<file path="config.mk">
export PLATFORM = sky130hd
export DESIGN_NAME = jt10_snd_serial
export DESIGN_NICKNAME = d
export VERILOG_FILES = /design/src/rtl/jt10_snd_pkg.sv /design/src/rtl/jt10_snd_clkdiv.sv /design/src/rtl/jt10_snd_serial.sv
export SDC_FILE = /design/constraint.sdc
export NUM_CORES = 1
export LEC_CHECK = 0
export ABC_AREA = 1
export CAP_MARGIN = 20
export CORE_MARGIN = 5
export CORE_UTILIZATION = 60
export CTS_BUF_LIST = sky130_fd_sc_hd__clkbuf_8
export CTS_CLUSTER_SIZE = 20
export DETAILED_ROUTE_END_ITERATION = 7
export HOLD_SLACK_MARGIN = 0.02
export PLACE_DENSITY = 0.89
export REMOVE_ABC_BUFFERS = 1
export SETUP_SLACK_MARGIN = 0.02
export SKIP_LAST_GASP = 1
export SLEW_MARGIN = 20
export SYNTH_ARGS = -nofsm -noshare
export SYNTH_HDL_FRONTEND = slang
export SYNTH_SLANG_ARGS = --single-unit
</file>
<file path="constraint.sdc">
create_clock -name clk -period 2 [get_ports clk]
set_input_delay 0.3 -clock clk [delete_from_list [all_inputs] [get_ports clk]]
set_output_delay 0.3 -clock clk [all_outputs]
set_load 0.005 [all_outputs]
</file>
<file path="src/rtl/jt10_snd_pkg.sv">
// Shared definitions for the jt10 sound output path: FSM encoding, default
// word width / bit-clock divider, and the slot-counter width helper.
package jt10_snd_pkg;

    localparam int DEF_WIDTH   = 16;
    localparam int DEF_BCK_DIV = 2;

    typedef enum logic {
        ST_IDLE = 1'b0,
        ST_RUN  = 1'b1
    } snd_state_t;

    // Bits needed to count the 2*width slots of one stereo frame
    function automatic int slot_cnt_w(input int width);
        return $clog2(2 * width);
    endfunction

endpackage

</file>
<file path="src/rtl/jt10_snd_clkdiv.sv">
// Bit-clock generator: divides clk by 2*BCK_DIV to form bck and flags the
// clk edge on which bck will rise or fall. Held at bck=0 while hold=1.
module jt10_snd_clkdiv
    import jt10_snd_pkg::*;
#(
    parameter int BCK_DIV = DEF_BCK_DIV
) (
    input  logic clk,
    input  logic rst_n,
    input  logic hold,
    output logic bck,
    output logic bck_fall,
    output logic bck_rise
);

    localparam int DIV_W = (BCK_DIV > 1) ? $clog2(BCK_DIV) : 1;
    localparam logic [DIV_W-1:0] DIV_LAST = DIV_W'(BCK_DIV - 1);

    logic [DIV_W-1:0] div_reg;
    logic             bck_reg;
    logic             wrap;

    assign wrap     = (div_reg == DIV_LAST);
    // Strobes mark the clk edge at which bck changes, so the consumer can
    // update its registers on that very edge.
    assign bck_rise = !hold && wrap && !bck_reg;
    assign bck_fall = !hold && wrap &&  bck_reg;
    assign bck      = bck_reg;

    // Divider counter and bck toggle; cleared while held
    always_ff @(posedge clk or negedge rst_n) begin
        if (!rst_n) begin
            div_reg <= '0;
            bck_reg <= 1'b0;
        end else if (hold) begin
            div_reg <= '0;
            bck_reg <= 1'b0;
        end else if (wrap) begin
            div_reg <= '0;
            bck_reg <= ~bck_reg;
        end else begin
            div_reg <= div_reg + 1'b1;
        end
    end

endmodule

</file>
<file path="src/rtl/jt10_snd_serial.sv">
// Stereo sample serialiser for the YM2610 output stage. Double-buffers the
// left/right mix and streams it MSB first to a DAC.
// Build option: define JT10_SND_SERIAL_LJ_EN for left-justified framing;
// otherwise standard I2S (data delayed one slot behind lrck).
module jt10_snd_serial
    import jt10_snd_pkg::*;
#(
    parameter int WIDTH   = DEF_WIDTH,
    parameter int BCK_DIV = DEF_BCK_DIV
) (
    input  logic             clk,
    input  logic             rst_n,
    input  logic             en,
    input  logic             sample_stb,
    input  logic [WIDTH-1:0] left,
    input  logic [WIDTH-1:0] right,
    input  logic             clr_flags,
    output logic             bck,
    output logic             lrck,
    output logic             sdata,
    output logic             busy,
    output logic             underrun,
    output logic             overrun
);

    localparam int FW = 2 * WIDTH;
    localparam int SW = slot_cnt_w(WIDTH);
    localparam logic [SW-1:0] SLOT_LAST = SW'(FW - 1);
    localparam logic [SW-1:0] SLOT_HALF = SW'(WIDTH);

    snd_state_t     state_reg, state_next;
    logic [SW-1:0]  slot_reg;
    logic [FW-1:0]  pend_reg;
    logic           pend_valid_reg;
    logic [FW-1:0]  word_reg;
    logic [FW-1:0]  shift_reg;
    logic           lrck_reg;
    logic           sdata_reg;
    logic           underrun_reg;
    logic           overrun_reg;

    logic           run;
    logic           bck_fall;
    logic           bck_rise;
    logic           unused_rise;
    logic           start_idle;
    logic           frame_end;
    logic           stop;
    logic           frame_start;
    logic           slot_adv;
    logic           stb_bypass;
    logic [FW-1:0]  load_word;
    logic [SW-1:0]  slot_inc;

    jt10_snd_clkdiv #(
        .BCK_DIV (BCK_DIV)
    ) u_clkdiv (
        .clk      (clk),
        .rst_n    (rst_n),
        .hold     (!run),
        .bck      (bck),
        .bck_fall (bck_fall),
        .bck_rise (bck_rise)
    );

    // The DAC samples on the rise; the frame logic only acts on the fall.
    assign unused_rise = bck_rise;

    assign run      = (state_reg == ST_RUN);
    assign slot_inc = slot_reg + 1'b1;

    // Frame sequencing events. Starting from IDLE with only a strobe (pending
    // still empty) ships the incoming sample directly so busy and slot 0
    // follow the strobe by one clk.
    always_comb begin
        start_idle  = 1'b0;
        frame_end   = 1'b0;
        stop        = 1'b0;
        frame_start = 1'b0;
        slot_adv    = 1'b0;
        stb_bypass  = 1'b0;
        load_word   = word_reg;

        start_idle  = !run && en && (pend_valid_reg || sample_stb);
        frame_end   = run && bck_fall && (slot_reg == SLOT_LAST);
        stop        = frame_end && !en;
        frame_start = start_idle || (frame_end && en);
        slot_adv    = run && bck_fall && !frame_end;
        stb_bypass  = start_idle && !pend_valid_reg;

        if (pend_valid_reg) begin
            load_word = pend_reg;
        end else if (stb_bypass) begin
            load_word = {left, right};
        end
    end

    // Next-state logic: leave IDLE on a sample, leave RUN only at frame end
    always_comb begin
        state_next = state_reg;
        case (state_reg)
            ST_IDLE: if (start_idle) state_next = ST_RUN;
            ST_RUN:  if (stop)       state_next = ST_IDLE;
            default:                 state_next = ST_IDLE;
        endcase
    end

    // State register
    always_ff @(posedge clk or negedge rst_n) begin
        if (!rst_n) begin
            state_reg <= ST_IDLE;
        end else begin
            state_reg <= state_next;
        end
    end

    // Pending buffer: strobe always wins over the frame-start consume, so a
    // coincident sample survives into the next frame.
    always_ff @(posedge clk or negedge rst_n) begin
        if (!rst_n) begin
            pend_reg       <= '0;
            pend_valid_reg <= 1'b0;
        end else if (sample_stb && !stb_bypass) begin
            pend_reg       <= {left, right};
            pend_valid_reg <= 1'b1;
        end else if (frame_start) begin
            pend_valid_reg <= 1'b0;
        end
    end

    // Slot counter, word select and shift-out; everything moves on the bck
    // fall (or RUN entry) so the DAC sees stable data at the rise.
    always_ff @(posedge clk or negedge rst_n) begin
        if (!rst_n) begin
            slot_reg  <= '0;
            word_reg  <= '0;
            shift_reg <= '0;
            lrck_reg  <= 1'b0;
            sdata_reg <= 1'b0;
        end else if (frame_start) begin
            slot_reg  <= '0;
            word_reg  <= load_word;
            lrck_reg  <= 1'b0;
`ifdef JT10_SND_SERIAL_LJ_EN
            shift_reg <= {load_word[FW-2:0], 1'b0};
            sdata_reg <= load_word[FW-1];
`else
            // After 2W-1 shifts the previous right LSB sits at the top
            shift_reg <= load_word;
            sdata_reg <= start_idle ? 1'b0 : shift_reg[FW-1];
`endif
        end else if (stop) begin
            slot_reg  <= '0;
            lrck_reg  <= 1'b0;
            sdata_reg <= 1'b0;
        end else if (slot_adv) begin
            slot_reg  <= slot_inc;
            lrck_reg  <= (slot_inc >= SLOT_HALF);
            sdata_reg <= shift_reg[FW-1];
            shift_reg <= {shift_reg[FW-2:0], 1'b0};
        end
    end

    // Sticky status flags; a set in the same clk as clr_flags takes priority
    always_ff @(posedge clk or negedge rst_n) begin
        if (!rst_n) begin
            underrun_reg <= 1'b0;
            overrun_reg  <= 1'b0;
        end else begin
            if (frame_start && !pend_valid_reg && !start_idle) begin
                underrun_reg <= 1'b1;
            end else if (clr_flags) begin
                underrun_reg <= 1'b0;
            end
            if (sample_stb && pend_valid_reg && !frame_start) begin
                overrun_reg <= 1'b1;
            end else if (clr_flags) begin
                overrun_reg <= 1'b0;
            end
        end
    end

    assign lrck     = lrck_reg;
    assign sdata    = sdata_reg;
    assign busy     = run;
    assign underrun = underrun_reg;
    assign overrun  = overrun_reg;

endmodule
</file>
==> results.yml <==
sta:
  setup_viol: 0
  slew_headroom_pct: 61.6
  worstMarginPinSlew_ns: 0.576
  final.setup_skew_ns: 0.0175
  timing.final.hold_violations: 0
  min_period_over_period_pct: 95.2
  fin_ws_ns: 0.0955
  max_clock_freq_mhz: 525
  grt_setup_unrepaired: "no"
  slew_viol_final: 0
  time_the_worst_path_needs_with_i_o_delays_and_setup_ns: 1.90
routing:
  detail_route.wl_per_cell_um: 16.7
  post-route-drc-count: 0
  vias_per_cell: 5.93
  drt_first_iter_violations: 420
  via_count_of_the_routed_design: 4453
  drt_pass1_iterations: 5
  route.final.wire_length_um: 12500
  route.antenna.remaining_nets: 0
final_layout:
  layout-drive-gt1-share_pct: 14.9
  filler_cell_count: 549
  syn2layout_area_growth_pct: 18.1
  mostFrequentLayoutCells: "sky130_fd_sc_hd__nand2_1 (170), sky130_fd_sc_hd__dfrtp_1 (108), sky130_fd_sc_hd__nand3_1 (62)"
  finalNetCount: 680
  layout.cells.most_common: "sky130_fd_sc_hd__nand2_1"
  num_antenna_cells: 0
  final-instance-count-excl-fill: 751
synth:
  syn_avg_cell_area_um2: 8.60
  netlist_instances: 594
  yosys_warnings: 0
  yosys_reg_bits: 108
  synth.yosys.seq_area_share_pct: 52.9
  synth_area_um2: 5110
  netlist-cell-type-count: 27
critical_path:
  critPathMaxStageDelay_ns: 0.37
  critPathMaxFanout: 14
  critPathSlowestCell: "sky130_fd_sc_hd__dfrtp_1"
  timing.critical_path.buf_inv: 1
  arrival_time_of_the_worst_setup_path_ns: 2.19
  crit_top_cell: "sky130_fd_sc_hd__nand2_1"
  critPathTopFamily: "simple AND/OR/NAND/NOR gates"
  worst-setup-path-type: "flop to flop"
  list_of_cells_traversed_by_the_critical_path: "ha_1, nand2_1, nor2_1, ha_2, nand3_2, nand2_2, buf_4, nand2_1, a21oi_1"
  worst_r2r_startpoint: "slot_reg[0]"
  worst_ep_required_time_ns: 2.28
  timing.critical_path.from_type: "flop"
  endpoint_class_of_the_critical_path: "flop"
  crit_start: "slot_reg[0]"
die:
  die-height_um: 102
  floorplan.io_pins: 43
  initial_utilization_pct: 61.9
  core_area_um2: 8260
  die-area_um2: 10500
  floorplan.die.width_um: 102
  row_count: 33
grt:
  grt_max_degree: 109
  grt_antenna_before_repair: 0
  via_count_of_the_first_global_routing_pass: 4494
  grt_first_pass_wirelength_um: 20800
  grt.total_usage_pct: 25.7
  global_route.overflow_total: 0
power:
  vdd_ir_drop_max_v: 0.000466
  power.density_cell_area_nw_per_um2: 1040
  power_leakage_nw: 2.91
  totalPowerFinal_mw: 6.25
min_path:
  min_path_type: "flop to flop"
  min_from: "word_reg[12]"
clocking:
  cts_num_sinks: 108
  clk_pin_slew_ns: 0.09
  cts.path.max_buffers: 2
  cts_max_level: 3
  cts_root_buf: "sky130_fd_sc_hd__clkbuf_8"
  clock_insertion_delay_at_the_later_pin_of_the_skew_report_ns: 0.38
  tritoncts_clock_tree: "built"
  cts-buffers-inserted: 9
place:
  io_buffers: 42
  placed_cells: 731
  place_hpwl_um: 8140
  gpl_wtd_cong: 0.844
  place_ws_ns: 0.0123
job:
  timing.max_cap.violations: 0
outcome:
  outcome: "completed"
[cell usage after synthesis]
master                     number  area [um2]
sky130_fd_sc_hd__o21ai_0       15        75.1
sky130_fd_sc_hd__o211ai_1       1        7.51
sky130_fd_sc_hd__nor2_2         2        12.5
sky130_fd_sc_hd__ha_1           2        25.0
sky130_fd_sc_hd__nand2_4        1        11.3
sky130_fd_sc_hd__a21o_1         1        7.51
sky130_fd_sc_hd__nor2_1        60         225
sky130_fd_sc_hd__nor3_1         3        15.0
sky130_fd_sc_hd__buf_4          5        37.5
sky130_fd_sc_hd__nand4_1       31         194
sky130_fd_sc_hd__nand3_2        2        20.0
sky130_fd_sc_hd__dfrtp_1      108        2700
sky130_fd_sc_hd__buf_1          2        7.51
sky130_fd_sc_hd__nand2_1      171         642
sky130_fd_sc_hd__clkbuf_1      19        71.3
sky130_fd_sc_hd__mux2_2        32         360
sky130_fd_sc_hd__a32o_1         2        20.0
sky130_fd_sc_hd__buf_6          1        11.3
sky130_fd_sc_hd__inv_1         16        60.1
sky130_fd_sc_hd__o21ai_1        7        35.0
sky130_fd_sc_hd__xor2_1         2        17.5
sky130_fd_sc_hd__buf_2         11        55.1
sky130_fd_sc_hd__a21oi_1       28         140
sky130_fd_sc_hd__inv_2          7        26.3
sky130_fd_sc_hd__nand2_2        1        6.26
sky130_fd_sc_hd__nand3_1       62         310
sky130_fd_sc_hd__o22ai_1        2        12.5
[report_power, final]
| group | internal (mW) | switching [mW] | total (mW) |
|---|---|---|---|
| registers | 2.82 | 0.386 | 3.21 |
| clock network | 0.603 | 0.728 | 1.33 |
| logic | 0.745 | 0.963 | 1.71 |
| total | 4.17 | 2.08 | 6.25 |
[final cells by class]
type                    instances  area, um2  area share [%]
clock inverters                 6       56.3           0.934
flip-flops and latches        108       2700            44.8
inverters                      23       88.8            1.47
repair buffers                 74        747            12.4
multi-input cells             425       2170            35.9
well taps                     105        131            2.18
clock buffers                  10        138            2.28
[worst register-to-register path: cells and delay by family (launching register included)]
family                   cells  cell delay (ns)
AO/OA/AOI/OAI                1             0.20
adder cells (fa/ha/maj)      2             0.40
buffers and inverters        1             0.24
flip-flops                   1             0.37
AND/OR/NAND/NOR              5             0.63
[kinds of logic after synthesis]
| family | Yosys count | synth area share (%) |
|---|---|---|
| adders and majority gates | 2 | 0.490 |
| xor gates and xnor gates | 2 | 0.343 |
| DFF | 108 | 52.9 |
| muxes | 32 | 7.05 |
| buffers and inverters | 61 | 5.27 |
| and+or+nand+nor | 333 | 28.1 |
| AOI/OAI and AO/OA | 56 | 5.83 |
[layer usage]
metal | routed length, um | GRT usage (%) | vias up
met1 | 5110 | 31.7 | 2133
met4 | 473 | 14.6 | 0
met2 | 6150 | 43.0 | 211
li1 | - | - | 2064
met5 | 0 | 0 | -
met3 | 780 | 4.23 | 45
[metrics by stage]
step	TNS (ns)	cell area [um2]	utilization [%]	hold WS, ns
global placement	0	5760	69.8	0.416
floorplan	-131.56	4930	-	0.00441
global route	0	6030	73.0	0.512
detailed placement	0	5760	69.8	0.416
finish	0	6030	73.0	0.488
CTS	0	5990	72.5	0.490
[timing repair]
item                                    CTS  global route
gates resized for setup                   5             6
endpoints found under the setup margin   20            38
setup buffers                             0             2
hold buffers                              1             0
pin swaps                                 0             0
endpoints found under the hold margin    38             0
cloned                                    0             1
[path summary, 6_finish.rpt]
check                                 to  slack (ns)  depth (start not counted)
setup reg to reg            shift_reg[4]         0.1                          9
hold / removal              word_reg[12]        0.49                          2
max in group asynchronous  shift_reg[19]        1.04                          3
hold reg to reg             word_reg[12]        0.49                          2
min in group asynchronous    pend_reg[0]        0.52                          3
setup / recovery            shift_reg[4]         0.1                          9
Note: power is estimated with default switching activity, not from simulation.
